**src/rtl/sdio_host_cmd_engine.sv**
```systemverilog
// Host-side SDIO CMD-line engine: CMD5/CMD3/CMD7 enumeration, then single
// CMD52 register accesses, with response timeout, retry and R4/R6/R5 decode.
module sdio_host_cmd_engine #(
    parameter int TIMEOUT_CYCLES = 1024,
    parameter int MAX_RETRIES    = 2,
    parameter int MAX_CMD5_POLLS = 16
) (
    input  logic        clock,
    input  logic        reset_n,
    input  logic        init_start,
    input  logic        req_valid,
    output logic        req_ready,
    input  logic        req_write,
    input  logic [2:0]  req_function,
    input  logic [16:0] req_address,
    input  logic [7:0]  req_wdata,
    output logic        rsp_valid,
    output logic [7:0]  rsp_data,
    output logic [7:0]  rsp_flags,
    output logic        rsp_error,
    output logic [1:0]  error_code,
    output logic        card_ready,
    output logic [15:0] card_rca,
    output logic        busy,
    output logic [37:0] write_data,
    output logic        write_data_strobe,
    input  logic        send_command_in_progress,
    input  logic [37:0] read_data,
    input  logic        read_data_strobe,
    input  logic        read_error
);
    typedef enum logic [2:0] {
        IDLE, SEND, BLIND, TX_WAIT, RSP_WAIT, CHECK, DONE
    } state_t;
    typedef enum logic [2:0] {
        K_CMD5, K_POLL, K_CMD3, K_CMD7, K_CMD52
    } kind_t;

    state_t      state, next_state;
    kind_t       kind;
    logic [37:0] frame, rsp_frame;
    logic        rsp_rerr, rsp_tmo, err_q;
    logic [15:0] tmo_cnt;
    logic [7:0]  retry_cnt, poll_cnt;
    logic [5:0]  exp_idx;
    logic [1:0]  fail_code;
    logic        retry_ok, poll_ready, poll_last, flag_bad, accept;

    assign accept = req_valid && req_ready;

    // Outcome of the attempt whose response (or timeout) was just captured.
    always_comb begin
        unique case (kind)
            K_CMD5, K_POLL: exp_idx = 6'h3F;
            K_CMD3:         exp_idx = 6'd3;
            K_CMD7:         exp_idx = 6'd7;
            default:        exp_idx = 6'd52;
        endcase
        fail_code = 2'd0;
        if (rsp_tmo)
            fail_code = 2'd1;
        else if (rsp_rerr)
            fail_code = 2'd2;
        else if (rsp_frame[37:32] != exp_idx)
            fail_code = 2'd3;
        retry_ok   = retry_cnt < 8'(MAX_RETRIES);
        poll_ready = rsp_frame[31];
        poll_last  = (poll_cnt + 8'd1) >= 8'(MAX_CMD5_POLLS);
        flag_bad   = |(rsp_frame[15:8] & 8'hCB);
    end

    always_ff @(posedge clock or negedge reset_n) begin
        if (!reset_n)
            state <= IDLE;
        else
            state <= next_state;
    end

    always_comb begin
        next_state = state;
        unique case (state)
            IDLE:     if (init_start || accept) next_state = SEND;
            SEND:     next_state = BLIND;
            BLIND:    next_state = TX_WAIT;
            TX_WAIT:  if (!send_command_in_progress) next_state = RSP_WAIT;
            RSP_WAIT: begin
                if (read_data_strobe || tmo_cnt == 16'(TIMEOUT_CYCLES))
                    next_state = CHECK;
            end
            CHECK: begin
                if (fail_code != 2'd0)
                    next_state = retry_ok ? SEND :
                                 (kind == K_CMD52) ? DONE : IDLE;
                else begin
                    unique case (kind)
                        K_POLL:  next_state = (poll_ready || !poll_last) ? SEND : IDLE;
                        K_CMD7:  next_state = IDLE;
                        K_CMD52: next_state = DONE;
                        default: next_state = SEND;
                    endcase
                end
            end
            default:  next_state = IDLE;
        endcase
    end

    always_comb begin
        busy              = state != IDLE;
        write_data_strobe = state == SEND;
        write_data        = frame;
        rsp_valid         = state == DONE;
        rsp_error         = (state == DONE) && err_q;
        req_ready         = card_ready && state == IDLE && !init_start;
    end

    always_ff @(posedge clock or negedge reset_n) begin
        if (!reset_n) begin
            kind       <= K_CMD5;
            frame      <= '0;
            rsp_frame  <= '0;
            rsp_rerr   <= 1'b0;
            rsp_tmo    <= 1'b0;
            tmo_cnt    <= '0;
            retry_cnt  <= '0;
            poll_cnt   <= '0;
            err_q      <= 1'b0;
            card_ready <= 1'b0;
            card_rca   <= '0;
            error_code <= '0;
            rsp_data   <= '0;
            rsp_flags  <= '0;
        end else begin
            unique case (state)
                IDLE: begin
                    if (init_start) begin
                        kind       <= K_CMD5;
                        frame      <= {6'd5, 32'd0};
                        retry_cnt  <= '0;
                        poll_cnt   <= '0;
                        card_ready <= 1'b0;
                        card_rca   <= '0;
                        error_code <= '0;
                    end else if (accept) begin
                        kind       <= K_CMD52;
                        frame      <= {6'd52, req_write, req_function, 2'b00,
                                       req_address, 1'b0,
                                       req_write ? req_wdata : 8'h00};
                        retry_cnt  <= '0;
                        err_q      <= 1'b0;
                        error_code <= '0;
                    end
                end
                TX_WAIT:  tmo_cnt <= '0;
                RSP_WAIT: begin
                    // Captured every cycle; the exit cycle's copy is what CHECK sees.
                    tmo_cnt   <= tmo_cnt + 16'd1;
                    rsp_frame <= read_data;
                    rsp_rerr  <= read_error;
                    rsp_tmo   <= !read_data_strobe;
                end
                CHECK: begin
                    if (fail_code != 2'd0) begin
                        if (retry_ok)
                            retry_cnt <= retry_cnt + 8'd1;
                        else begin
                            error_code <= fail_code;
                            err_q      <= 1'b1;
                        end
                    end else begin
                        retry_cnt <= '0;
                        unique case (kind)
                            K_CMD5: begin
                                kind  <= K_POLL;
                                frame <= {6'd5, 32'h003C_0000};
                            end
                            K_POLL: begin
                                if (poll_ready) begin
                                    kind  <= K_CMD3;
                                    frame <= {6'd3, 32'd0};
                                end else if (poll_last)
                                    error_code <= 2'd3;
                                else
                                    poll_cnt <= poll_cnt + 8'd1;
                            end
                            K_CMD3: begin
                                kind     <= K_CMD7;
                                card_rca <= rsp_frame[31:16];
                                frame    <= {6'd7, rsp_frame[31:16], 16'h0};
                            end
                            K_CMD7:  card_ready <= 1'b1;
                            default: begin
                                rsp_data  <= rsp_frame[7:0];
                                rsp_flags <= rsp_frame[15:8];
                                err_q     <= flag_bad;
                                if (flag_bad) error_code <= 2'd3;
                            end
                        endcase
                    end
                end
                default: ;
            endcase
        end
    end
endmodule

```
**config.mk**
```make
export PLATFORM = sky130hd
export DESIGN_NAME = sdio_host_cmd_engine
export DESIGN_NICKNAME = d
export VERILOG_FILES = /design/src/rtl/sdio_host_cmd_engine.sv
export SDC_FILE = /design/constraint.sdc
export NUM_CORES = 1
export LEC_CHECK = 0
export BUFFER_PORTS_ARGS = -buffer_cell sky130_fd_sc_hd__clkbuf_2
export CAP_MARGIN = 5
export CELL_PAD_IN_SITES_DETAIL_PLACEMENT = 0
export CELL_PAD_IN_SITES_GLOBAL_PLACEMENT = 1
export CORE_MARGIN = 5
export CORE_UTILIZATION = 38
export CTS_BUF_LIST = sky130_fd_sc_hd__clkbuf_2 sky130_fd_sc_hd__clkbuf_4 sky130_fd_sc_hd__clkbuf_8
export CTS_CLUSTER_SIZE = 20
export DETAILED_ROUTE_END_ITERATION = 7
export HOLD_SLACK_MARGIN = 0.08
export PLACE_DENSITY_LB_ADDON = 0.12
export SKIP_LAST_GASP = 1
export SLEW_MARGIN = 20
export SYNTH_ARGS = -nofsm -noshare
export SYNTH_HDL_FRONTEND = slang
export SYNTH_SLANG_ARGS = --single-unit
```
**constraint.sdc**
```tcl
create_clock -name clock -period 2.45 [get_ports clock]
set_clock_uncertainty 0.1 [all_clocks]
set_input_delay 0.245 -clock clock [delete_from_list [all_inputs] [get_ports clock]]
set_output_delay 0.245 -clock clock [all_outputs]
set_load 0.02 [all_outputs]
```
Yosys cells after proc, flatten, opt, wreduce, memory -nomap -nowiden
Cells that the tools add are included.
Word-level totals
  bits in registers: 152
  input port bits: 74
  output and inout bits: 78
  word-level logic and storage cells: 146
Cells by class
  add/sub/neg operators: 3
  $lt $le $gt $ge: 2
  equal/unequal tests: 34
  muxes and demuxes: 61
  bitwise operators: 2
  reduce and logical (&&, ||, !) cells: 29
Operators with widths (number)
  38-bit 2-to-1 mux: 4
  38-bit case mux with 3 select lines: 1
  8-bit 2-to-1 mux: 10
  38-bit case mux with 2 select lines: 1
  16-bit case mux with 2 select lines: 2
  16-bit 2-to-1 mux: 3
  8-bit case mux with 2 select lines: 2
  3-bit 2-to-1 mux: 10
  2-bit inequality test, second input constant: 11
  2-bit 2-to-1 mux: 10
  3-bit inequality test, second input constant: 6
  3-bit case mux with 3 select lines: 2
  3-bit case mux with 6 select lines: 1
  6-bit case mux with 3 select lines: 1
  16-bit by 1-bit adder with 16-bit output, second input constant: 1
  8-bit by 1-bit adder with 8-bit output, second input constant: 2
  16-bit by 11-bit equality test with 1-bit output, second input constant: 1
  3-bit by 2-bit equality test with 1-bit output, second input constant: 4
  3-bit equality test, second input constant: 4
  4-bit inequality test, second input constant: 3
  5-bit AND reduction: 2
  1-bit 2-to-1 mux: 9
  3-bit AND reduction: 3
  8-bit by 5-bit greater-or-equal comparator with 1-bit output, second input constant: 1
  other kinds (22): 37

Depth between registers and ports, before layout
  depth after elaboration: 10
  mapped depth: 10
  gate-level depth less buffers: 8

Least setup slack after synthesis
No wires, ideal clock.
  path type: reg2reg
  start: register, netlist name write_data[36]
  end: register frame[29] (netlist: write_data[29])
  setup time: 0.126 ns
  arrival: 2.295 ns
  data required time: 2.224 ns
  setup slack: -0.071 ns
  stages on the path, launching flop included: 9
  buffers on the path: 3
  period minus slack after synthesis: 2.521 ns
  cell sequence: dfrtp_1 -> or3_4 -> a2111oi_4 -> o2111a_1 -> buf_4 -> o22ai_1 -> buf_2 -> buf_2 -> a221o_1
RTL lines
  to (signal assigned): line 137  | frame <= {6'd5, 32'd0};
  to (signal assigned): line 145  | frame <= {6'd52, req_write, req_function, 2'b00,
  to (signal assigned): line 174  | frame <= {6'd5, 32'h003C_0000};
  to (decl): line 41  | logic [37:0] frame, rsp_frame;

Worst setup path after layout
  start: register kind[0]
  end: register frame[19] (netlist: write_data[19])
On the way
  longest elaborated chain between the ends: 10
  elaborated cells on any way between the ends: 18
  those cells by class: eq/ne: 7; mux: 7; reduce/logical: 4
Ends and longest elaborated chain
  from (decl): line 40  | kind_t kind;
  from (signal assigned): line 118  | kind <= K_CMD5;
  from (signal assigned): line 136  | kind <= K_CMD5;
  from (signal assigned): line 144  | kind <= K_CMD52;
  3-bit by 1-bit equality test with 1-bit output / 3-bit logical NOT (equally long branches): line 53, 171
  2-bit OR reduction: line 53  | unique case (kind)
  6-bit case mux with 3 select lines: line 53
  6-bit inequality test: line 64  | else if (rsp_frame[37:32] != exp_idx)
  2-bit 2-to-1 mux: line 64
  2-bit 2-to-1 mux: line 62  | else if (rsp_rerr)
  2-bit 2-to-1 mux: line 60  | if (rsp_tmo)
  2-bit nonzero test: line 162  | if (fail_code != 2'd0) begin
  2-bit inequality test (no line)
  5-bit AND reduction (no line)
  to (signal assigned): line 174
  to (signal assigned): line 179  | frame <= {6'd3, 32'd0};
  to (signal assigned): line 188  | frame <= {6'd7, rsp_frame[31:16], 16'h0};
Parallel ways exist; a longest one is shown, timed or not. The select of a mux whose other input is x is not followed.
A chain may end at the register's enable or synchronous reset.

==> impl_results.md <==
- GRT Total Usage: 18.5%
- Maximum clock path buffer count: 2
- Initial Utilization: 38.7%
- Final Slew Violations: 0
- Commonest non-fill, non-tap cell in the layout: nand2_1
- # IOs: 152
- Number of global-route vias before repair: 5686
- Antenna violations before repair: 0
- Die ar.: 19600 um2
- Drt total wl: 17.8 mm
- Fin crit share: 97.2%
- Grt met1 use: 24.4%
- Most frequent cells in the layout: 183 x nand2_1, 148 x clkbuf_2, 147 x dfrtp_1, 70 x dlygate4sd3_1, 40 x o21ai_0
- Largest net degree at the start of global routing: 54
- Routed Antenna Nets: 0
- Worst Path Required: 2.72 ns
- Yosys warns: 0
- Root Driver: clkbuf_8
- PortBufs: 149
- # rows: 47
- Hold Vio Cnt, Final: 0
- Unique masters post-synth: 58
- Syn_area_per_cell: 9.96 um2
- Initial DRC count: 293
- Core region area: 16600 um2
- Worst min path class: input pin to async pin
- WP data arrival: 2.65 ns
- Maximum vdd drop: 0.475 mV
- Final setup fails: 0
- Least-Margin Pin Slew: 0.552 ns
- Reg clk slew, reported paths: 0.09 ns
- Clk sinks: 147
- Htree depth: 4
- Total gr overflow: 0
- Maximum fanout along the worst path: 7
- Asr flop ratio synth: 100%
- Gr busiest metal: met2
- CTS tree: built
- Top cell type's share of synthesized area: 57.3%
- First-pass GRT wire length: 29.5 mm
- Ys flop type: dfrtp_1
- Die span in y: 140 um
- Residual DRC: 0
- Max transition margin: 63.2%
- Post-Syn Area: 6420 um2
- Pre-antenna DRT Iters: 4
- Min cycle time layout: 2.38 ns
- Routability cong.: 0.867
- Unrepaired setup endpoints after global routing: yes
- CP endpoint kind: flip-flop
- Syn Inst Count: 645
- Dpl hpwl: 12.4 mm
- R2R cell count: 7
- Max-cap viol count: 0
- Post-synth EDFFs: 0
- WHS: 0.211 ns
- Global Route met2 Usage: 30.5%
- Nets: 958
- Total vias in the final route: 5522
- Outcome: complete, no violations
- Avg WL per Cell: 16.0 um
- Cts bufs inserted: 17
- Share of post-route cells with drive strength above 1: 28.3%
- Die W: 140 um
- Vias per cell: 4.97
- Post-synth top area cell: dfrtp_1
- Critical path type: flip-flop to flip-flop
- Pwr per Cell Area: 1040 nW/um2
- Ant diodes: 0
- Critical path launch point type: flip-flop
- Area delta synth->final: 37.1%
- Top cells by area, synth: dfrtp_1 57%, nand2_1 11%, mux2_2 3.5%, o21ai_0 3.2%, a22o_1 2.7%
- Synth Register Bits: 147
- Seq/Total Area, Yosys: 57.3%
- LEAKAGE: 4.54 nW
- Met3 global-route usage: 4.23%
- Max Freq: 420 MHz
- Clk_lat worst skew: 0.45 ns
- Tot Pwr: 0.00912 W
## logic make-up (layout without fill, tap and decap cells)
family | after synthesis | count (layout) | synth area share [%]
buffers and inverters | 52 | 298 | 3.59
AND/OR/NAND/NOR | 295 | 295 | 20.5
adder cells (fa/ha/maj) | 5 | 5 | 0.974
multiplexers | 29 | 29 | 4.91
flip-flops | 147 | 147 | 57.3
AO/OA/AOI/OAI | 115 | 115 | 12.5
other | 1 | 2 | 0.0584
XOR/XNOR | 1 | 1 | 0.136
## path summary, 6_finish.rpt
path,from,endpoint,slack (ns)
min in group clock,req_write,write_data[5]$_DFFE_PN0P_,0.21
worst min register to register,rsp_frame[3]$_DFFE_PN0P_,rsp_frame[3]$_DFFE_PN0P_,0.37
max in group asynchronous,reset_n,rsp_frame[10]$_DFFE_PN0P_,1.36
worst min-delay path,reset_n,write_data[9]$_DFFE_PN0P_,0.21
worst max register to register,kind[0]$_DFFE_PN0P_,write_data[19]$_DFFE_PN0P_,0.07
worst max-delay path,kind[0]$_DFFE_PN0P_,write_data[19]$_DFFE_PN0P_,0.07
## critical path: stages (launching register included)
cell and delay [ns]:
dfrtp_1 0.39, or3_4 0.40, a2111oi_4 0.34, o2111a_1 0.26, buf_6 0.15, nor2_2 0.05, or4_4 0.46, o21ai_1 0.14
## flip-flops by register name (all words and copies together), names as in the netlist
register    count
rsp_frame      38
err_q           1
rsp_rerr        1
card_ready      1
poll_cnt        8
tmo_cnt        16
state           3
retry_cnt       8
rsp_flags       8
rsp_data        8
write_data     34
kind            2
rsp_tmo         1
error_code      2
card_rca       16
## final cells by class
cell class              count  area (um2)
fillers                  1530        7780
clock inverters            15         254
well taps                 220         275
flip-flops and latches    147        3680
repair buffers            255        1770
clock buffers              17         234
inverters                  11        41.3
multi-input cells         447        2550
## per-layer routing
metal / up-vias / part of all wire [%] / wire length (um)
met5: - / 0 / 0
met4: 0 / 1.5 / 274
met3: 18 / 5.0 / 894
met2: 139 / 48 / 8510
met1: 2676 / 46 / 8090
li1: 2689 / - / -
## per-stage QoR
step                worst slack, ns  instance area [um2]  std cells  util [%]  TNS [ns]
floorplan                    0.0257                 6440        646         -         0
global placement              0.117                 7570       1007      45.6         0
detailed placement           0.0631                 7570       1007      45.6         0
CTS                          0.0457                 8750       1109      52.8         0
global route                -0.0424                 8800       1112      53.1   -0.0747
finish                       0.0692                 8800       1112      53.1         0
## Yosys cell counts (2+ instances only)
library cell,count
dfrtp_1,147
a21o_1,2
nand3_1,13
and2_1,15
buf_4,6
clkbuf_1,29
o22a_1,2
nor2_1,30
mux2_2,20
nor3_1,9
o22ai_1,2
a22o_1,20
mux2i_1,9
o21ai_1,4
a21oi_1,10
a221o_1,8
and4_1,2
or3_1,3
a31oi_1,2
o211ai_1,2
and3_1,12
nor4_1,4
or2_2,3
nand2_1,184
a211oi_1,3
o21ai_0,41
nand4_1,3
nand3b_1,2
ha_1,5
nor3b_1,3
o2111ai_1,2
inv_1,11
buf_2,4
a22oi_1,6
nand4b_1,2
a41oi_1,2
nand2b_1,2
## repair_timing
item                                    in CTS  in global routing
setup buffers                                0                  3
endpoints found under the hold margin      137                  0
gates resized for setup                      0                  7
endpoints found under the setup margin       0                 25
hold buffers                                70                  0
## report_power, final
part           total [W]  switching (W)  internal (W)  leakage (nW)
Combinational    0.00312        0.00192       0.00120          2.35
Sequential       0.00370       0.000569       0.00313          1.94
Clock            0.00230       0.000969       0.00133         0.246
No activity file was read; power rests on OpenSTA's default activity.
